**config.mk**
```make
export PLATFORM = sky130hd
export DESIGN_NAME = timer_irq_ctrl_flat
export DESIGN_NICKNAME = d
export VERILOG_FILES = /design/src/rtl/timer_irq_ctrl_if.sv /design/src/rtl/timer_irq_ctrl.sv /design/src/flat_wrapper.sv
export SDC_FILE = /design/constraint.sdc
export NUM_CORES = 1
export LEC_CHECK = 0
export CELL_PAD_IN_SITES_DETAIL_PLACEMENT = 1
export CELL_PAD_IN_SITES_GLOBAL_PLACEMENT = 1
export CORE_MARGIN = 4
export CORE_UTILIZATION = 39
export CTS_CLUSTER_DIAMETER = 150
export DETAILED_ROUTE_END_ITERATION = 10
export PLACE_DENSITY_LB_ADDON = 0.1
export SKIP_LAST_GASP = 1
export SYNTH_ARGS = -nofsm -noshare
export SYNTH_HDL_FRONTEND = slang
export SYNTH_SLANG_ARGS = --single-unit
```
**constraint.sdc**
```tcl
create_clock -name pclk -period 2.3 [get_ports pclk]
set_input_delay 0.46 -clock pclk [delete_from_list [all_inputs] [get_ports pclk]]
set_output_delay 0.46 -clock pclk [all_outputs]
set_load 0.005 [all_outputs]
```
**src/rtl/timer_irq_ctrl_if.sv**
```systemverilog
// APB slave bus bundle for timer_irq_ctrl.
interface timer_irq_ctrl_if #(
  parameter int unsigned ADDR_WIDTH = 3,
  parameter int unsigned DATA_WIDTH = 8
);
  logic                  psel;
  logic                  penable;
  logic                  pwrite;
  logic [ADDR_WIDTH-1:0] paddr;
  logic [DATA_WIDTH-1:0] pwdata;
  logic [DATA_WIDTH-1:0] prdata;
  logic                  pready;
  logic                  pslverr;

  modport master (
    output psel, penable, pwrite, paddr, pwdata,
    input  prdata, pready, pslverr
  );

  modport slave (
    input  psel, penable, pwrite, paddr, pwdata,
    output prdata, pready, pslverr
  );
endinterface

```
**src/rtl/timer_irq_ctrl.sv**
```systemverilog
// Timer overflow/underflow event collector: sticky ISR, saturating counters, maskable irq.
// Optional input synchronizers are enabled by defining TIMER_IRQ_SYNC_EN.
module timer_irq_ctrl #(
  parameter int unsigned ADDR_WIDTH = 3,
  parameter int unsigned DATA_WIDTH = 8
) (
  input  logic             pclk,
  input  logic             preset,
  timer_irq_ctrl_if.slave  apb,
  input  logic             tmr_ovf,
  input  logic             tmr_udf,
  output logic             irq
);
  localparam logic [2:0]            A_IER  = 3'd0;
  localparam logic [2:0]            A_ISR  = 3'd1;
  localparam logic [2:0]            A_OCNT = 3'd2;
  localparam logic [2:0]            A_UCNT = 3'd3;
  localparam logic [2:0]            A_CTRL = 3'd4;
  localparam logic [DATA_WIDTH-1:0] CNT_MAX = '1;

  logic [1:0]            r_ier;
  logic [1:0]            r_isr;
  logic [DATA_WIDTH-1:0] r_cnt_ovf;
  logic [DATA_WIDTH-1:0] r_cnt_udf;
  logic                  r_force;
  logic                  r_ovf_q;
  logic                  r_udf_q;
  logic                  r_irq;

  logic                  w_ovf_in;
  logic                  w_udf_in;
  logic                  w_ev_ovf;
  logic                  w_ev_udf;
  logic [2:0]            w_idx;
  logic                  w_access;
  logic                  w_unmapped;
  logic                  w_wr;
  logic                  w_cnt_clr;
  logic [1:0]            w_isr_next;
  logic [DATA_WIDTH-1:0] w_cnt_ovf_next;
  logic [DATA_WIDTH-1:0] w_cnt_udf_next;
  logic [DATA_WIDTH-1:0] w_rdata;
  logic                  w_unused;

`ifdef TIMER_IRQ_SYNC_EN
  logic [1:0] r_ovf_sync;
  logic [1:0] r_udf_sync;

  // Two-flop synchronizers ahead of edge detection
  always_ff @(posedge pclk) begin
    if (preset) begin
      r_ovf_sync <= '0;
      r_udf_sync <= '0;
    end else begin
      r_ovf_sync <= {r_ovf_sync[0], tmr_ovf};
      r_udf_sync <= {r_udf_sync[0], tmr_udf};
    end
  end

  assign w_ovf_in = r_ovf_sync[1];
  assign w_udf_in = r_udf_sync[1];
`else
  assign w_ovf_in = tmr_ovf;
  assign w_udf_in = tmr_udf;
`endif

  assign w_ev_ovf   = w_ovf_in & ~r_ovf_q;
  assign w_ev_udf   = w_udf_in & ~r_udf_q;

  assign w_idx      = apb.paddr[2:0];
  assign w_access   = apb.psel & apb.penable;
  assign w_unmapped = (w_idx > A_CTRL);
  assign w_wr       = w_access & apb.pwrite & ~w_unmapped;
  assign w_cnt_clr  = w_wr & (w_idx == A_CTRL) & apb.pwdata[0];
  assign w_unused   = &{1'b0, apb.pwdata[DATA_WIDTH-1:2]};

  // Event set beats W1C; counter clear still keeps a same-edge event
  always_comb begin
    w_isr_next = r_isr;
    if (w_wr && (w_idx == A_ISR)) w_isr_next = w_isr_next & ~apb.pwdata[1:0];
    w_isr_next = w_isr_next | {w_ev_udf, w_ev_ovf};

    w_cnt_ovf_next = w_cnt_clr ? '0 : r_cnt_ovf;
    w_cnt_udf_next = w_cnt_clr ? '0 : r_cnt_udf;
    if (w_ev_ovf && (w_cnt_ovf_next != CNT_MAX))
      w_cnt_ovf_next = w_cnt_ovf_next + DATA_WIDTH'(1);
    if (w_ev_udf && (w_cnt_udf_next != CNT_MAX))
      w_cnt_udf_next = w_cnt_udf_next + DATA_WIDTH'(1);
  end

  always_ff @(posedge pclk) begin
    if (preset) begin
      r_ier     <= '0;
      r_isr     <= '0;
      r_cnt_ovf <= '0;
      r_cnt_udf <= '0;
      r_force   <= 1'b0;
      r_ovf_q   <= 1'b0;
      r_udf_q   <= 1'b0;
      r_irq     <= 1'b0;
    end else begin
      r_ovf_q   <= w_ovf_in;
      r_udf_q   <= w_udf_in;
      r_isr     <= w_isr_next;
      r_cnt_ovf <= w_cnt_ovf_next;
      r_cnt_udf <= w_cnt_udf_next;
      if (w_wr && (w_idx == A_IER))  r_ier   <= apb.pwdata[1:0];
      if (w_wr && (w_idx == A_CTRL)) r_force <= apb.pwdata[1];
      r_irq     <= (|(r_isr & r_ier)) | r_force;
    end
  end

  // Combinational read path, zero outside a read access
  always_comb begin
    w_rdata = '0;
    if (w_access && !apb.pwrite) begin
      case (w_idx)
        A_IER:   w_rdata = {{(DATA_WIDTH-2){1'b0}}, r_ier};
        A_ISR:   w_rdata = {{(DATA_WIDTH-2){1'b0}}, r_isr};
        A_OCNT:  w_rdata = r_cnt_ovf;
        A_UCNT:  w_rdata = r_cnt_udf;
        A_CTRL:  w_rdata = {{(DATA_WIDTH-2){1'b0}}, r_force, 1'b0};
        default: w_rdata = '0;
      endcase
    end
  end

  assign apb.prdata  = w_rdata;
  assign apb.pready  = 1'b1;
  assign apb.pslverr = w_access & w_unmapped;
  assign irq         = r_irq;
endmodule
```
**src/flat_wrapper.sv**
```systemverilog
// flat-port wrapper written by rule: the top's interface ports become plain ports
module timer_irq_ctrl_flat 
#(
  parameter int unsigned ADDR_WIDTH = 3,
  parameter int unsigned DATA_WIDTH = 8
)
  (pclk, preset, tmr_ovf, tmr_udf, irq, apb_psel, apb_penable, apb_pwrite, apb_paddr, apb_pwdata, apb_prdata, apb_pready, apb_pslverr);
  timer_irq_ctrl_if #(.ADDR_WIDTH(ADDR_WIDTH), .DATA_WIDTH(DATA_WIDTH)) apb_i ();
  input  logic pclk;
  input  logic preset;
  input  logic tmr_ovf;
  input  logic tmr_udf;
  output logic irq;
  input wire logic [$bits(apb_i.psel)-1:0] apb_psel;
  input wire logic [$bits(apb_i.penable)-1:0] apb_penable;
  input wire logic [$bits(apb_i.pwrite)-1:0] apb_pwrite;
  input wire logic [$bits(apb_i.paddr)-1:0] apb_paddr;
  input wire logic [$bits(apb_i.pwdata)-1:0] apb_pwdata;
  output wire logic [$bits(apb_i.prdata)-1:0] apb_prdata;
  output wire logic [$bits(apb_i.pready)-1:0] apb_pready;
  output wire logic [$bits(apb_i.pslverr)-1:0] apb_pslverr;
  assign apb_i.psel = apb_psel;
  assign apb_i.penable = apb_penable;
  assign apb_i.pwrite = apb_pwrite;
  assign apb_i.paddr = apb_paddr;
  assign apb_i.pwdata = apb_pwdata;
  assign apb_prdata = apb_i.prdata;
  assign apb_pready = apb_i.pready;
  assign apb_pslverr = apb_i.pslverr;
  timer_irq_ctrl #(.ADDR_WIDTH(ADDR_WIDTH), .DATA_WIDTH(DATA_WIDTH)) u_core (.pclk(pclk), .preset(preset), .apb(apb_i), .tmr_ovf(tmr_ovf), .tmr_udf(tmr_udf), .irq(irq));
endmodule
```
# ---- After elaboration in Yosys (flattened, before gate mapping)
# Index checks and enable logic that the tools add are counted.
dict set report totals {
  wordCells 49
  reg_bits 24
  in_bits 18
  out_inout_bits 11
}
dict set report op_classes {
  addsub 2
  eq_ne 6
  n_mux 7
  order_cmp 1
  n_bitwise 16
  reduce_logical 9
}
# op n
set ops {}
lappend ops {{8-bit 2-to-1 mux} 5}
lappend ops {{8-bit case mux with 5 select lines} 1}
lappend ops {{8-bit by 1-bit adder with 8-bit output, second input constant} 2}
lappend ops {{8-bit != test, second input constant} 2}
lappend ops {{1-bit bitwise AND} 8}
lappend ops {{3-bit by 2-bit == test with 1-bit output, second input constant} 2}
lappend ops {{1-bit logical AND} 6}
lappend ops {{2-bit bitwise AND} 2}
lappend ops {{3-bit by 1-bit == test with 1-bit output, second input constant} 1}
lappend ops {{3-bit == test, second input constant} 1}
lappend ops {{3-bit > comparator, second input constant} 1}
lappend ops {{3-bit logical NOT} 1}
lappend ops {{1-bit NOT} 3}
lappend ops {{2-bit 2-to-1 mux} 1}
lappend ops {{2-bit NOT} 1}
lappend ops {{2-bit bitwise OR} 1}
lappend ops {{2-bit OR reduction} 1}
lappend ops {{1-bit logical NOT} 1}
lappend ops {{1-bit bitwise OR} 1}

# ---- Longest topological paths before layout
dict set report logic_depth {
  word_depth 9
  depth_mapped 5
  depth_no_buf 4
}

# ---- Worst setup path before layout
# No wires, ideal clock.
dict set report synth_path {
  kind {input-to-output}
  from {input apb_paddr[1]}
  to {output apb_prdata[1]}
  required_ps 1840
  cell_stages 4
  path_slack_ps 552
  arrival_ps 1288
  path_buffers 0
  path_cell_list {mux4_1 -> nor2b_1 -> a31oi_1 -> nor3_1}
}
dict set report synth_between {
  elab_chain_len 3
  word_cells_on_any_way 7
  classes_between {eq/ne: 4; mux: 2; reduce/logical: 1}
}
# element line
set synth_lines {}
lappend synth_lines {{start: declaration} flat_wrapper.sv:17} ;# input wire logic [$bits(apb_i.paddr)-1:0] apb_paddr;
lappend synth_lines {{3-bit == test, or another cell as far along} timer_irq_ctrl.sv:117} ;# case (w_idx)
lappend synth_lines {{8-bit case mux with 5 select lines (*)} timer_irq_ctrl.sv:117}
lappend synth_lines {{8-bit 2-to-1 mux (*)} timer_irq_ctrl.sv:116} ;# if (w_access && !apb.pwrite) begin
lappend synth_lines {{end: declaration} flat_wrapper.sv:19} ;# output wire logic [$bits(apb_i.prdata)-1:0] apb_prdata;
# Every way passes the cells marked *; elsewhere a longest branch is shown, timed or not.

# ---- Worst setup path after layout
dict set report layout_path {
  from {input apb_psel}
  to {output apb_prdata[3]}
}
dict set report layout_between {
  elab_chain_len 3
}
# element line
set layout_lines {}
lappend layout_lines {{start: declaration} flat_wrapper.sv:14} ;# input wire logic [$bits(apb_i.psel)-1:0] apb_psel;
lappend layout_lines {{1-bit bitwise AND} timer_irq_ctrl.sv:71} ;# assign w_access = apb.psel & apb.penable;
lappend layout_lines {{1-bit logical AND} timer_irq_ctrl.sv:116}
lappend layout_lines {{8-bit 2-to-1 mux} timer_irq_ctrl.sv:116}
# No other way between the ends.

==> run metrics <==
Worst path max stage delay=0.52 ns; Fmax=408 MHz; die area=4140 um2; CP startpoint kind=input port; post-synthesis register bit count=24; initial antenna violation count=0; via count=1,190; crit path capture type=primary output; later-pin clock latency in the skew report=0.31 ns; fraction of registers with async set/reset=0%; Total Power=849 uW; Max-Cap Viols=0; CP Max Fanout=5; Max Slew Vio Count=0; vias in the first global route=between 1,000 and 1,500; Hold Path Depth=2; Final WS setup=-0.151 ns; Finish-stage setup viols=1; Cell variety after synth=40; pin count of the biggest net entering global routing=15; per-cell routed wire length=15.4 um; Mapped Area=1240 um2; area leader, netlist=dfxtp_1; CP most frequent cell=clkdlybuf4s50_1; CTS Buf Count=3; clk buf depth=2; # DRC=0; net count after synthesis=161; Post-DRT Antenna Nets=0; Mean Syn Cell Area=8.65 um2; count leader, synth=dfxtp_1; Reg2Reg Depth=4; gpl congestion=0.811; Layout Nets=197; reg-to-reg critical path startpoint=u_core.r_cnt_udf[0]$_SDFF_PP0_; Routed Wire Length=~3400 um; Synth Flop Type=dfxtp_1; Pwr per Cell Area=508 nW/um2; Peak VDD IR=~0.00023 V; FF-to-FF End=u_core.r_cnt_udf[6]$_SDFF_PP0_; min Tclk post-route=2.45 ns; DRT iter0 DRCs=75; final std cells w/o fill=~220; first-pass GRT wire length=slightly below 6000 um; CP max-delay cell=clkdlybuf4s50_1; failing checks=negative setup slack; Die H=between 60 and 70 um; status=finished, violations left; Final Hold Fails=0; placed cells=215; synth top area cells=dfxtp_1, mux2i_1, nor2_1, a21oi_1, nor3_1; Buffers on Ports=21; Clock transition at path regs=0.14 ns; row cnt=20; area grow syn2layout=35.1%; Die X-Extent=64.3 um; Root Buffer=clkbuf_4; Worst Path Arrival=1.99 ns; core footprint=~3100 um2; Yosys top cell area share=38.8%; number of hold buffers added after CTS=0; # IOs=29; Total GRT Usage=~18%; critical path cell sequence=clkdlybuf4s50_1 > nand2_2 > nor3_4 > nand2_4 > nor2_2 > clkdlybuf4s50_1; Num Clock Sinks=24; clk_skew=0.00223 ns; share of cells above drive strength 1=roughly 17%; Leakage=between 0.6 and 0.7 nW; crit share post-route=107%; Seq/Total Area, Yosys=38.8%; Hold Crit Start=u_core.r_isr[0]$_SDFF_PP0_; R2R Setup Slk=around 0.81 ns; Mapped Cells=143; initial core utilization=approximately two fifths; top post-synthesis cells by count=dfxtp_1, nor2_1, nand2_1; Ant. Diodes=0; hold crit path type=register to register; required time of the critical path=1.84 ns; RSZ-0062 raised after global routing=true; first drt pass iteration count=6; WHS Endpoint=u_core.r_isr[0]$_SDFF_PP0_; H-tree levels=1; CTS tree=yes; vias per cell=roughly 5.4; EDFF count, synth=0; WS Path Type=input port to primary output; DP Wirelength=2550 um; Fillers=358; number of synthesis warnings=0; global route overflow=0
==> report_power, final <==
group	switching [mW]	total, mW	internal (mW)
Sequential	0.0126	0.439	0.427
Combinational	0.0471	0.101	0.0536
Clock	0.133	0.309	0.176
==> timing repair <==
action / CTS / global route
setup buffers: 1 / 2
gates resized for setup: 9 / 12
endpoints found under the setup margin: 9 / 6
pin swaps: 2 / 1
==> sequential cells by signal, indices dropped and copies added, names as in the netlist <==
name / cells
u_core.irq: 1
u_core.r_cnt_ovf: 8
u_core.r_cnt_udf: 8
u_core.r_force: 1
u_core.r_ier: 2
u_core.r_isr: 2
u_core.r_ovf_q: 1
u_core.r_udf_q: 1
==> through the flow <==
stage               setup WS [ns]  util [%]  cell area (um2)  hold slack [ns]  TNS, ns
floorplan                   0.552         -             1240            0.457        0
global placement           -0.423      51.3             1570            0.483    -2.41
detailed placement         -0.452      51.3             1570            0.493    -2.71
CTS                        -0.204      53.2             1620            0.514   -0.883
global route               -0.268      54.8             1670            0.544   -0.387
finish                     -0.151      54.8             1670            0.516   -0.151
==> routing by layer <==
metal | GRT usage, % | up-vias | share of wire, %
met5 | 0 | - | 0
met4 | 6.60 | 0 | 2.2
met3 | 4.39 | 8 | 4.2
met2 | 30.0 | 29 | 49
met1 | 21.0 | 563 | 45
li1 | - | 590 | -
==> worst max-delay path by stage <==
stage,start,endpoint,cells past startpoint
floorplan,apb_paddr[1],apb_prdata[1],4
global placement,apb_paddr[1],apb_prdata[1],6
detailed placement,apb_paddr[1],apb_prdata[1],6
CTS,apb_psel,apb_prdata[6],6
global route,apb_penable,apb_prdata[3],6
finish,apb_psel,apb_prdata[3],6
==> layout by cell type (no fill, tap or decap), types with 2 or more instances in the layout <==
master,n
a211oi_1,2
a21o_1,2
a21oi_1,11
and3b_1,3
and4b_1,2
buf_4,15
clkbuf_4,3
clkdlybuf4s50_1,11
dfxtp_1,23
dlygate4sd2_1,5
dlymetal6s2s_1,4
inv_1,2
mux2i_1,11
mux4_2,2
nand2_1,10
nand2b_1,2
nand3_1,2
nand4_1,4
nor2_1,18
nor2_2,3
nor2b_1,4
nor3_1,10
nor3b_1,2
o31ai_1,2
or3_1,2
==> worst max-delay path: cells and delay by family <==
family        cells  cell delay (ns)
buf+inv           2             1.02
simple gates      4             0.52
==> area by class of cell <==
cell class / instances / area (um2) / area share [%]
flip-flops and latches: 24 / 482 / 28.8
multi-input cells: 112 / 748 / 44.8
clock inverters: 1 / 30.0 / 1.80
clock buffers: 3 / 22.5 / 1.35
well taps: 44 / 55.1 / 3.29
inverters: 2 / 7.51 / 0.449
repair buffers: 36 / 327 / 19.5
==> logic make-up (layout without fill, tap and decap cells) <==
logic type | after synthesis | in the layout | share of synthesized area (%)
AOI/OAI and AO/OA | 28 | 28 | 15.5
xor gates and xnor gates | 1 | 1 | 0.708
buffers and inverters | 7 | 42 | 2.73
DFF | 24 | 24 | 38.8
muxes | 13 | 13 | 12.8
other | 1 | 1 | 0.303
and+or+nand+nor | 69 | 69 | 29.1
No activity file was read; power rests on OpenSTA's default activity.
